===== src/rtl/flag_register.sv =====
// ---------------------------------------------------------------------------
// flag_register
//   Architectural NZCV flag state for the pipelined LEGv8 CPU. The block
//   latches N/Z/C/V when a flag-setting EX instruction (ADDS/SUBS/ANDS)
//   leaves EX. It evaluates B.cond conditions for the branch stage, and it
//   registers the branch decision for the next stage.
//
//   When BYPASS_EN=1, flags that EX writes in the same cycle are forwarded
//   to the condition evaluation. When BYPASS_EN=0, a branch that sees an
//   EX flag write in the same cycle raises hazard_stall. The pipeline control
//   then holds the branch stage for one cycle, and on that next cycle the new
//   flags are in flags_q.
//
// Parameters
//   BYPASS_EN     1: forward EX flags to the condition evaluation
//                 0: stall instead of forwarding
//
// Ports
//   clk            in   1  system clock; all state updates on posedge
//   reset          in   1  synchronous, active-high reset
//   stall          in   1  pipeline freeze; holds all state
//   flush          in   1  squashes the EX instruction (kills its flag write)
//   ex_valid       in   1  EX stage holds a real instruction
//   ex_set_flags   in   1  EX instruction writes flags
//   ex_negative    in   1  N from the ALU flag decoder
//   ex_zero        in   1  Z from the ALU flag decoder
//   ex_carry_out   in   1  C from the ALU flag decoder
//   ex_overflow    in   1  V from the ALU flag decoder
//   id_cond_valid  in   1  branch stage holds a B.cond
//   id_cond        in   4  LEGv8 condition code
//   flags_q        out  4  architectural {N,Z,C,V}
//   cond_taken     out  1  combinational: the B.cond condition is true now
//   cond_taken_q   out  1  cond_taken registered for the next stage
//   hazard_stall   out  1  combinational: the branch must wait one cycle
//
// Control semantics: this block has no valid/ready handshake.
//   - Asserting stall freezes every register.
//   - Asserting flush kills the EX flag write and clears cond_taken_q.
//   - When hazard_stall is raised, the pipeline control is expected to
//     re-present the same B.cond on the next cycle.
// ---------------------------------------------------------------------------
module flag_register #(
  parameter bit BYPASS_EN = 1'b1
) (
  input  logic       clk,
  input  logic       reset,
  input  logic       stall,
  input  logic       flush,
  input  logic       ex_valid,
  input  logic       ex_set_flags,
  input  logic       ex_negative,
  input  logic       ex_zero,
  input  logic       ex_carry_out,
  input  logic       ex_overflow,
  input  logic       id_cond_valid,
  input  logic [3:0] id_cond,
  output logic [3:0] flags_q,
  output logic       cond_taken,
  output logic       cond_taken_q,
  output logic       hazard_stall
);

  logic       ex_wr;
  logic [3:0] ex_flags;
  logic [3:0] eff;
  logic       cond_true;
  logic       n, z, c, v;
  logic [3:0] flags_d;
  logic       cond_taken_d;

  // A flushed instruction never reaches architectural state.
  assign ex_wr    = ex_valid & ex_set_flags & ~flush;
  assign ex_flags = {ex_negative, ex_zero, ex_carry_out, ex_overflow};

  // Bypass forwards the flags of the youngest older write, which is the
  // instruction currently in EX.
  assign eff = (BYPASS_EN && ex_wr) ? ex_flags : flags_q;
  assign n   = eff[3];
  assign z   = eff[2];
  assign c   = eff[1];
  assign v   = eff[0];

  always_comb begin
    cond_true = 1'b0;
    unique case (id_cond)
      4'b0000: cond_true = z;                    // EQ
      4'b0001: cond_true = ~z;                   // NE
      4'b0010: cond_true = c;                    // HS
      4'b0011: cond_true = ~c;                   // LO
      4'b0100: cond_true = n;                    // MI
      4'b0101: cond_true = ~n;                   // PL
      4'b0110: cond_true = v;                    // VS
      4'b0111: cond_true = ~v;                   // VC
      4'b1000: cond_true = c & ~z;               // HI
      4'b1001: cond_true = ~(c & ~z);            // LS
      4'b1010: cond_true = (n == v);             // GE
      4'b1011: cond_true = (n != v);             // LT
      4'b1100: cond_true = ~z & (n == v);        // GT
      4'b1101: cond_true = ~(~z & (n == v));     // LE
      default: cond_true = 1'b1;                 // AL (1110, 1111)
    endcase
  end

  assign hazard_stall = !BYPASS_EN && id_cond_valid && ex_wr;
  assign cond_taken   = id_cond_valid & ~hazard_stall & cond_true;

  always_comb begin
    flags_d      = flags_q;
    cond_taken_d = cond_taken_q;
    if (!stall && ex_wr) begin
      flags_d = ex_flags;
    end
    // A flush clears the decision even during a stall. A flush normally
    // also kills the flag write, so only the flag update honours stall.
    if (flush) begin
      cond_taken_d = 1'b0;
    end else if (!stall) begin
      cond_taken_d = cond_taken;
    end
  end

  always_ff @(posedge clk) begin
    if (reset) begin
      flags_q      <= 4'b0000;
      cond_taken_q <= 1'b0;
    end else begin
      flags_q      <= flags_d;
      cond_taken_q <= cond_taken_d;
    end
  end

endmodule

===== config.mk =====
export PLATFORM = sky130hd
export DESIGN_NAME = flag_register
export DESIGN_NICKNAME = d
export VERILOG_FILES = /design/src/rtl/flag_register.sv
export SDC_FILE = /design/constraint.sdc
export NUM_CORES = 1
export LEC_CHECK = 0
export CORE_AREA = 3 3 40 42
export DETAILED_ROUTE_END_ITERATION = 16
export DIE_AREA = 0 0 43 45
export GPL_TIMING_DRIVEN = 1
export PLACE_DENSITY = 0.71
export REMOVE_ABC_BUFFERS = 1
export SYNTH_ARGS = -nofsm -noshare
export SYNTH_HDL_FRONTEND = slang
export SYNTH_SLANG_ARGS = --single-unit

===== constraint.sdc =====
create_clock -name clk -period 3.7 [get_ports clk]
set_clock_uncertainty 0.1 [all_clocks]
set_input_delay 0.74 -clock clk [delete_from_list [all_inputs] [get_ports clk]]
set_output_delay 0.74 -clock clk [all_outputs]
set_load 0.02 [all_outputs]

==> metrics.yaml <==
wl_per_cell_um: 12.6
drt_iter0_markers: 6
antenna_found_initial: 0
insertion_delay_ns: 0.24
rows: 13
min_period_ns: 3.59
hold_viol_final: 0
viasPerCell: 5.21
num_io_pins: 22
place_ws_ns: -0.363
critPathLaunch: "ex_set_flags"
setup_violations: 0
rsz0062_at_grt: "false"
fin_hold_ws_ns: 0.382
min-delay-start: "cond_taken_q"
clock.fmax_mhz: 279
synth_compound_area_frac: 0.218
clock-sinks: 5
finalInstanceArea_um2: 800
start_util: 0.375
dr.pass1.iters: 3
drive_gt1_frac: 0.242
cp_cell_sequence: "clkdlybuf4s50_1 > and3b_2 > mux4_2 > xor2_1 > nor3_1 > or3_4 > nor2_1 > buf_2"
die_area_um2: 1940
outcome: "completed"
chipWidth_um: 43
power.share.switching: 0.272
hpwl_um: 1190
core_area_um2: 1280
p_leak_nw: 0.321
synth.area.mux_share: 0.132
synth_top_family_by_area: "simple AND/OR/NAND/NOR gates"
synth_warnings: 0
cts_root_buf: "clkbuf_4"
place.gp.congestion: 0.911
grt_max_degree: 9
arrival_ns: 2.75
synth-simple-area-share: 0.273
slowest_delay_ns: 0.50
timing.final.crit_share: 0.970
crit_type: "in2out"
rr_endpoint: "cond_taken_q"
cp-end-kind: "primary output"
remaining_drc_errors: 0
synth_seq_cells: 5
final_max_slew_viol_count: 0
reg2reg_depth: 6
syn_to_final_growth_pct: 66.0
synth_cell_type_count: 31
diodes: 0
startpoint_type: "input port"
peakVddDrop_mv: 0.171
critical_path_peak_fanout: 2
hold_depth: 2
postRouteAntennaNets: 0
cts_setup_buffers: 0
p_sw_mw: 0.0501
pwr-share-clk: 0.334
syn_inst: 61
numCtsBuffers: 3
vias: 573
cpMaxStageDelayCell: "mux4_2"
cts_tree: "done"
clk_path_buf_depth: 2
syn_avg_cell_area_um2: 7.90
clk_transition_reported_paths_ns: 0.04
port_buffers: 20
synthXorXnorAreaFrac: 0.0909
synth_seq_area_share: 0.208
drv_cap: 0
placed_cell_area_um2: 772
power_density_nw_per_um2: 231
first_global_vias: 580
synth_fa_ha_area_frac: 0
hp-class: "reg2reg"
grt_overflow: 0
worst-r2r-setup-slack_ns: 1.78
die_h_um: 45
wl_um: 1380
min_to: "cond_taken_q"
comb_power_share: 0.359
power_mw: 0.184
fillers: 119
htree_levels: 1
grt_pass1_wl_um: 2380
fin_ws_ns: 0.110
p_int_mw: 0.134
grtUsageTotal: 0.166
worstPathRequired_ns: 2.86
final_core_util: 0.622
seqPwrFrac: 0.307
nets: 111
rr_startpoint: "flags_q[2]"
synthesis.area_um2: 482
flip-flops by register name, indices dropped and copies added, names as in the netlist:
| register | flops |
|---|---|
| flags_q | 4 |
| cond_taken_q | 1 |
per-stage QoR:
stage               std cells  TNS [ns]
finish                    110         0
global route              110         0
CTS                       110         0
detailed placement        106    -0.363
global placement          106    -0.333
floorplan                  58         0
cell type report:
type | count | area (µm²) | share of cell area
multi-input combinational | 51 | 354 | 0.443
clock buffer | 4 | 26.3 | 0.0329
timing repair buffer | 33 | 293 | 0.366
sequential | 5 | 100 | 0.125
inverter | 2 | 7.51 | 0.00939
tap | 15 | 18.8 | 0.0235
synth_stat cells:
cell type / count / area share
and3b_1: 1 / 0.018
o31ai_1: 1 / 0.016
nand3_1: 1 / 0.010
mux4_2: 1 / 0.047
o31ai_2: 1 / 0.026
nor3_1: 2 / 0.021
nor2_1: 3 / 0.023
mux2_2: 1 / 0.023
a22oi_1: 1 / 0.016
buf_4: 1 / 0.016
dfxtp_1: 5 / 0.21
xor2_1: 1 / 0.018
nand2_1: 5 / 0.039
nor3b_1: 2 / 0.031
buf_6: 1 / 0.023
nor4_1: 2 / 0.026
conb_1: 1 / 0.0078
a21oi_1: 5 / 0.052
o21ai_0: 6 / 0.062
o22ai_1: 1 / 0.013
or3_4: 1 / 0.023
and3_1: 1 / 0.013
o41ai_1: 1 / 0.018
xnor2_1: 4 / 0.073
nor2b_1: 3 / 0.039
o211ai_1: 1 / 0.016
clkbuf_4: 1 / 0.016
mux2i_1: 3 / 0.062
inv_1: 2 / 0.016
nand3b_1: 1 / 0.016
or3_1: 1 / 0.013
layer usage:
layer,vias up,global-route usage,share of wire
met5,-,0,0
met4,0,0.0964,0.015
met3,2,0.0359,0.045
met2,11,0.299,0.51
met1,272,0.178,0.43
li1,288,-,-
cells by family after synthesis:
family | Yosys count
AOI/OAI and AO/OA | 17
DFF | 5
other | 1
muxes | 5
buffers and inverters | 5
xor gates and xnor gates | 5
and+or+nand+nor | 23
worst max-delay path by stage:
stage / to / depth (start not counted)
floorplan: cond_taken / 6
global placement: cond_taken / 8
detailed placement: cond_taken / 8
CTS: cond_taken / 8
global route: cond_taken / 8
finish: cond_taken / 8
critical path, delay by kind of cell:
family | cells | cell delay [ns]
AND/OR/NAND/NOR | 4 | 0.73
XOR/XNOR | 1 | 0.14
multiplexers | 1 | 0.50
buffers and inverters | 2 | 0.64
cells in the final DEF (no fill, tap or decap), types with 3 or more instances in the layout:
cell / netlist / routed
clkdlybuf4s50_1: 0 / 19
buf_4: 1 / 13
o21ai_0: 6 / 6
nand2_1: 5 / 5
a21oi_1: 5 / 5
dfxtp_1: 5 / 5
xnor2_1: 4 / 4
mux2i_1: 3 / 3
nor2b_1: 3 / 3
nor2_1: 3 / 3
clkbuf_4: 1 / 3
repair_timing:
action / CTS / global route
resized for setup: 4 / 2
gates cloned: 0 / 0
endpoints found under the setup margin: 1 / 1
hold buffers: 0 / 0
pin swaps: 0 / 0
power groups by stage:
| stage | clock network [mW] | registers [mW] | logic (mW) |
|---|---|---|---|
| after CTS | 0.0651 | 0.0565 | 0.0662 |
| after detailed placement | 0 | 0.0575 | 0.0670 |
| after global routing | 0.0661 | 0.0568 | 0.0720 |
| after floorplan | 0 | 0.0588 | 0.0246 |
| final | 0.0616 | 0.0566 | 0.0663 |
| after global placement | 0 | 0.0574 | 0.0663 |
Power figures use the tool's default switching activity.
